## src/rtl/mnist_mlp_engine.sv

```systemverilog
// Sequential two-layer binary-input MLP classifier: one MAC per clock, weights
// and biases streamed from an external synchronous ROM, argmax of the class scores.
module mnist_mlp_engine #(
    parameter int N_IN  = 784,
    parameter int N_HID = 16,
    parameter int N_OUT = 10,
    parameter int W_W   = 8,
    parameter int H_W   = 8,
    parameter int ACC_W = 24,
    parameter int SHIFT = 4,
    parameter int AW    = 16
) (
    input  logic                    clk,
    input  logic                    rst,
    input  logic [N_IN-1:0]         image_in,
    input  logic                    start,
    output logic [AW-1:0]           w_addr,
    input  logic signed [W_W-1:0]   w_data,
    output logic                    busy,
    output logic                    valid,
    output logic [3:0]              digit_out,
    output logic signed [ACC_W-1:0] score_out
);

    localparam int KMAX = (N_IN > N_HID) ? N_IN : N_HID;
    localparam int CW   = $clog2(KMAX + 2);
    localparam int NMAX = (N_HID > N_OUT) ? N_HID : N_OUT;
    localparam int IW   = $clog2(NMAX);
    localparam int HIW  = (N_HID > 1) ? $clog2(N_HID) : 1;
    localparam logic signed [ACC_W-1:0] HMAX = ACC_W'((64'd1 << H_W) - 64'd1);

    typedef enum logic [1:0] {IDLE, L1, L2, DONE} state_t;

    state_t                  state, state_next;
    logic [CW-1:0]           k;
    logic [IW-1:0]           idx;
    logic [N_IN-1:0]         img_reg, pix;
    logic signed [ACC_W-1:0] acc, best;
    logic [3:0]              best_idx;
    logic [H_W-1:0]          hid [N_HID];

    logic accept, running, drain, last_neuron, last_addr, addr_step, accum;
    logic valid_next, busy_next;
    logic [HIW-1:0]          hsel;
    logic signed [ACC_W-1:0] wx, hx, term, acc_fin, sh;
    logic [H_W-1:0]          h_new;

    always_ff @(posedge clk) begin
        if (rst) state <= IDLE;
        else     state <= state_next;
    end

    always_comb begin
        state_next = state;
        case (state)
            IDLE:    if (start) state_next = L1;
            L1:      if (drain && last_neuron) state_next = L2;
            L2:      if (drain && last_neuron) state_next = DONE;
            DONE:    if (valid) state_next = IDLE;
            default: state_next = IDLE;
        endcase
    end

    // k counts address cycles 0..K of a neuron; cycle K+1 is the drain, where the bias arrives.
    always_comb begin
        accept      = (state == IDLE) && start;
        running     = (state == L1) || (state == L2);
        drain       = ((state == L1) && (k == CW'(N_IN + 1))) ||
                      ((state == L2) && (k == CW'(N_HID + 1)));
        last_neuron = (state == L1) ? (idx == IW'(N_HID - 1)) : (idx == IW'(N_OUT - 1));
        last_addr   = (state == L2) && last_neuron && (k == CW'(N_HID));
        addr_step   = running && !drain && !last_addr;
        accum       = running && (k != '0) && !drain;
        valid_next  = (state == DONE) && !valid;
        busy_next   = running;
    end

    always_comb begin
        hsel    = HIW'(k - CW'(1));
        wx      = ACC_W'(w_data);
        hx      = ACC_W'($signed({1'b0, hid[hsel]}));
        term    = (state == L1) ? (pix[N_IN-1] ? wx : '0) : hx * wx;
        acc_fin = acc + wx;
        sh      = acc_fin >>> SHIFT;
        if (acc_fin[ACC_W-1])  h_new = '0;
        else if (sh > HMAX)    h_new = '1;
        else                   h_new = sh[H_W-1:0];
    end

    always_ff @(posedge clk) begin
        if (rst) begin
            w_addr    <= '0;
            busy      <= 1'b0;
            valid     <= 1'b0;
            digit_out <= '0;
            score_out <= '0;
            k         <= '0;
            idx       <= '0;
            acc       <= '0;
            best      <= '0;
            best_idx  <= '0;
            img_reg   <= '0;
            pix       <= '0;
        end else begin
            busy  <= busy_next;
            valid <= valid_next;
            if (valid_next) begin
                digit_out <= best_idx;
                score_out <= best;
            end
            if (accept) begin
                img_reg <= image_in;
                pix     <= image_in;
                w_addr  <= '0;
                k       <= '0;
                idx     <= '0;
                acc     <= '0;
            end else if (running) begin
                if (addr_step) w_addr <= w_addr + AW'(1);
                if (drain) begin
                    k   <= '0;
                    acc <= '0;
                    pix <= img_reg;
                    idx <= last_neuron ? '0 : idx + IW'(1);
                    // Class 0 always seeds the best; later classes replace only on strictly greater.
                    if ((state == L2) && ((idx == '0) || (acc_fin > best))) begin
                        best     <= acc_fin;
                        best_idx <= 4'(idx);
                    end
                end else begin
                    k <= k + CW'(1);
                    if (accum) begin
                        acc <= acc + term;
                        if (state == L1) pix <= pix << 1;
                    end
                end
            end
        end
    end

    always_ff @(posedge clk) begin
        if ((state == L1) && drain) hid[HIW'(idx)] <= h_new;
    end

endmodule

```

## config.mk

```make
export PLATFORM = sky130hd
export DESIGN_NAME = mnist_mlp_engine
export DESIGN_NICKNAME = d
export VERILOG_FILES = /design/src/rtl/mnist_mlp_engine.sv
export SDC_FILE = /design/constraint.sdc
export NUM_CORES = 2
export LEC_CHECK = 0
export ABC_AREA = 0
export CAP_MARGIN = 30
export CORE_ASPECT_RATIO = 1.1
export CORE_MARGIN = 8
export CORE_UTILIZATION = 36
export DETAILED_ROUTE_END_ITERATION = 8
export GPL_TIMING_DRIVEN = 0
export PLACE_DENSITY = 0.56
export SYNTH_ARGS = -nofsm -noshare
export SYNTH_HDL_FRONTEND = slang
export SYNTH_SLANG_ARGS = --single-unit
```

## constraint.sdc

```tcl
create_clock -name clk -period 12.6 [get_ports clk]
set_input_delay 2.52 -clock clk [delete_from_list [all_inputs] [get_ports clk]]
set_output_delay 2.52 -clock clk [all_outputs]
set_load 0.01 [all_outputs]
```

==> impl_metrics.csv <==
group,metric,value,unit
outcome,outcome,"complete, no violations",
floorplan,fp.dieW,470,microns
timing,clock.fmax,96.7,MHz
timing,slew_headroom,31.1,%
cts,cts-resized-gates,0,
placement,pre_cts_slack,2140,ps
layout,multi_input_area,40500,sq um
layout,final_nets,13700,
layout,syn_to_final_growth,23.6,%
synthesis,seq_area_frac_synth,45.9,%
global_route,antenna_found_initial,82,
global_route,met1_usage,29.6,%
global_route,overflow,0,
placement,gp_congestion,0.904,
route,routedWlPerCell,18.7,microns
synthesis,synthArstFlopShare,0,%
global_route,grt_pass1_vias,76200,
floorplan,num_rows,183,
timing,post-route-period-util,82.1,%
worst_setup_path,critical_path_arrival,11080,ps
cts,numCtsBuffers,195,
hold_path,hp-class,"flop to flop",
floorplan,die_height,516,microns
global_route,grt_max_degree,20,
worst_setup_path,cp_common_cell,"inv_1",
synthesis,synth_nets,12600,
floorplan,io_pins,841,
cts,clock_latency,820,ps
power_and_ir_drop,leakage,0.0401,uW
cts,post_cts_buffers,0,
floorplan,dieArea,243000,sq um
cts,holdBufCountCts,0,
route,wirelength,297000,microns
floorplan,start_util,36.2,%
synthesis,syn_area,81800,sq um
timing,fin_crit,10340,ps
layout,seq_area,37500,sq um
cts,root_buffer,"clkbuf_16",
cts,clock_path_buffers,3,
placement,place_area,94400,sq um
global_route,grt-busiest-layer,"met2",
cts,htree_levels,4,
route,via_per_inst,5.06,
timing,tightest_slew,1030,ps
synthesis,syn_area_per_cell,7.03,sq um
timing,setup_tns,0,ps
power_and_ir_drop,finalPower,23200,uW
timing,rsz0062_at_grt,"no",
timing,skew,30.9,ps
worst_setup_path,worst_path_largest_cell_delay,640,ps
layout,drive_gt1_share,4.97,%
synthesis,syn_inst,11600,
layout,fillers,23200,
power_and_ir_drop,powerDensity,230,nW/um^2
worst_setup_path,path_class,"flop to flop",
timing,setup_viol,0,
worst_setup_path,path_max_fanout,10,
synthesis,synth_edf_count,128,
timing,finalHoldViolCount,0,
placement,portBuffers,839,
route,drtIter0Drc,6078,
synthesis,synth-warning-count,0,
flow_run,drv_cap,0,
global_route,grt_pass1_wl,448000,microns
placement,place_hpwl,225000,microns
worst_setup_path,cp-start-kind,"flop",
synthesis,synth_top_flop_cell,"dfxtp_1",
timing,slew_violations,0,
worst_setup_path,end_kind,"flop",
route,firstDrtPassIters,6,
layout,postLayoutCellArea,101000,sq um
route,drc,0,
worst_setup_path,required,13340,ps
worst_setup_path,slowest_stage,"clkbuf_1",
power_and_ir_drop,vdd_drop_max,0.000527,V
global_route,met3_usage,5.00,%
global_route,grt.met2_usage,38.9,%
cts,cts_sinks,1810,
synthesis,ys_ff_latch,1810,
floorplan,fp.coreArea,226000,sq um
cts,path_clk_slew,70,ps
route,ant_nets,0,
cts,cts_tree,"done",
synthesis,synthDistinctLibCells,82,
global_route,grt_usage,23.2,%
route,num_vias,80200,
timing,setup_slack,2260,ps
==> cells in the final DEF, fill, tap and decap left out, types with 10 or more instances in the layout <==
| master | synthesis | layout |
|---|---|---|
| nand3_1 | 47 | 47 |
| mux4_2 | 40 | 40 |
| nor2b_1 | 13 | 13 |
| nor3_1 | 30 | 30 |
| nand2_1 | 4823 | 4823 |
| buf_8 | 0 | 22 |
| dfxtp_1 | 1682 | 1682 |
| a21o_1 | 25 | 25 |
| clkdlybuf4s50_1 | 0 | 839 |
| fa_1 | 39 | 39 |
| a21oi_1 | 2477 | 2477 |
| bufinv_16 | 0 | 13 |
| nand4_1 | 12 | 12 |
| xor2_1 | 32 | 32 |
| o21ai_0 | 55 | 55 |
| clkbuf_8 | 0 | 53 |
| diode_2 | 0 | 40 |
| ha_1 | 129 | 129 |
| clkbuf_16 | 0 | 199 |
| nand2b_1 | 15 | 15 |
| and2_1 | 51 | 51 |
| clkbuf_1 | 596 | 625 |
| and3_1 | 17 | 17 |
| nor2_1 | 883 | 883 |
| clkinv_2 | 0 | 35 |
| buf_1 | 24 | 24 |
| inv_1 | 106 | 106 |
| edfxtp_1 | 128 | 128 |
| xnor2_1 | 36 | 35 |
| a22oi_1 | 10 | 10 |
| buf_2 | 215 | 216 |
==> synthesized netlist by cell type, drive strengths merged, types with 3 or more instances <==
library cell / number / share of area [%]
a22o: 9 / 0.096
o31ai: 4 / 0.037
mux4: 40 / 1.1
and3: 18 / 0.14
and2: 52 / 0.40
ha: 129 / 2.0
xnor2: 36 / 0.39
a22oi: 10 / 0.092
nand3: 47 / 0.29
nor2: 884 / 4.1
nand4: 13 / 0.11
nor4: 3 / 0.023
or4: 5 / 0.046
clkbuf: 596 / 2.7
a21oi: 2477 / 15
a41oi: 4 / 0.043
nand3b: 4 / 0.037
fa: 39 / 0.95
mux2i: 3 / 0.037
a211oi: 9 / 0.089
o21a: 9 / 0.083
nand2b: 15 / 0.11
buf: 242 / 1.5
a21o: 27 / 0.26
nor3: 30 / 0.18
o21ai: 60 / 0.37
or3: 9 / 0.070
a311oi: 4 / 0.043
dfxtp: 1682 / 41
nand2: 4824 / 22
xor2: 32 / 0.34
inv: 106 / 0.49
edfxtp: 128 / 4.7
and4: 3 / 0.034
nor2b: 13 / 0.099
a31oi: 14 / 0.11
o21bai: 7 / 0.064
o211ai: 5 / 0.046
==> cell families after synthesis <==
group                      synth area share [%]
AOI/OAI and AO/OA                          16.8
xor gates and xnor gates                  0.728
adders and majority gates                  2.93
buffers and inverters                      4.68
DFF                                        45.9
muxes                                      1.15
and+or+nand+nor                            27.9
==> worst paths after layout <==
check / start / to / slack (ps) / cells after the start
worst max-delay path: k[0] / acc[23] / 2260 / 35
worst min-delay path: img_reg[558] / img_reg[558] / 450 / 2
worst max register to register: k[0] / acc[23] / 2260 / 35
worst min register to register: img_reg[558] / img_reg[558] / 450 / 2
==> worst max-delay path, delay by kind of cell (launching register included) <==
kind                     cells  cell delay [ps]
AO/OA/AOI/OAI                8             1350
XOR/XNOR                     2              360
adder cells (fa/ha/maj)      7             3010
buffers and inverters       10             2580
flip-flops                   1              380
multiplexers                 2             1070
AND/OR/NAND/NOR              6             1500
==> report_power, final <==
group          internal [uW]  total [uW]  switching [uW]
Combinational           3760       10200            6410
Sequential              6710        7150             447
Clock                   3470        5910            2440
Total                  13900       23200            9300
==> final cells by class <==
cell class	instances	area share, %
multi-input cells	8872	40.0
flip-flops and latches	1810	37.1
repair buffers	872	8.77
clock buffers	290	5.79
well taps	2960	3.66
plain buffers	838	3.40
clock inverters	65	0.755
inverters	107	0.397
diodes	40	0.0990
==> routing by layer <==
| metal | wire [microns] | up-vias | part of all wire [%] |
|---|---|---|---|
| met5 | 304 | - | 0.10 |
| met4 | 10400 | 48 | 3.5 |
| met3 | 19700 | 501 | 6.6 |
| met2 | 137000 | 2318 | 46 |
| met1 | 129000 | 37400 | 44 |
| li1 | - | 39900 | - |
==> through the flow <==
step / utilization [%] / hold WS, ps / instances
2_1_floorplan: - / 428 / 11600
6_report: 44.7 / 453 / 15900
3_3_place_gp: 41.5 / 439 / 15400
3_5_place_dp: 41.8 / 447 / 15500
5_1_grt: 44.7 / 466 / 15800
4_1_cts: 44.7 / 455 / 15800
(Power assumes the default switching activity.)
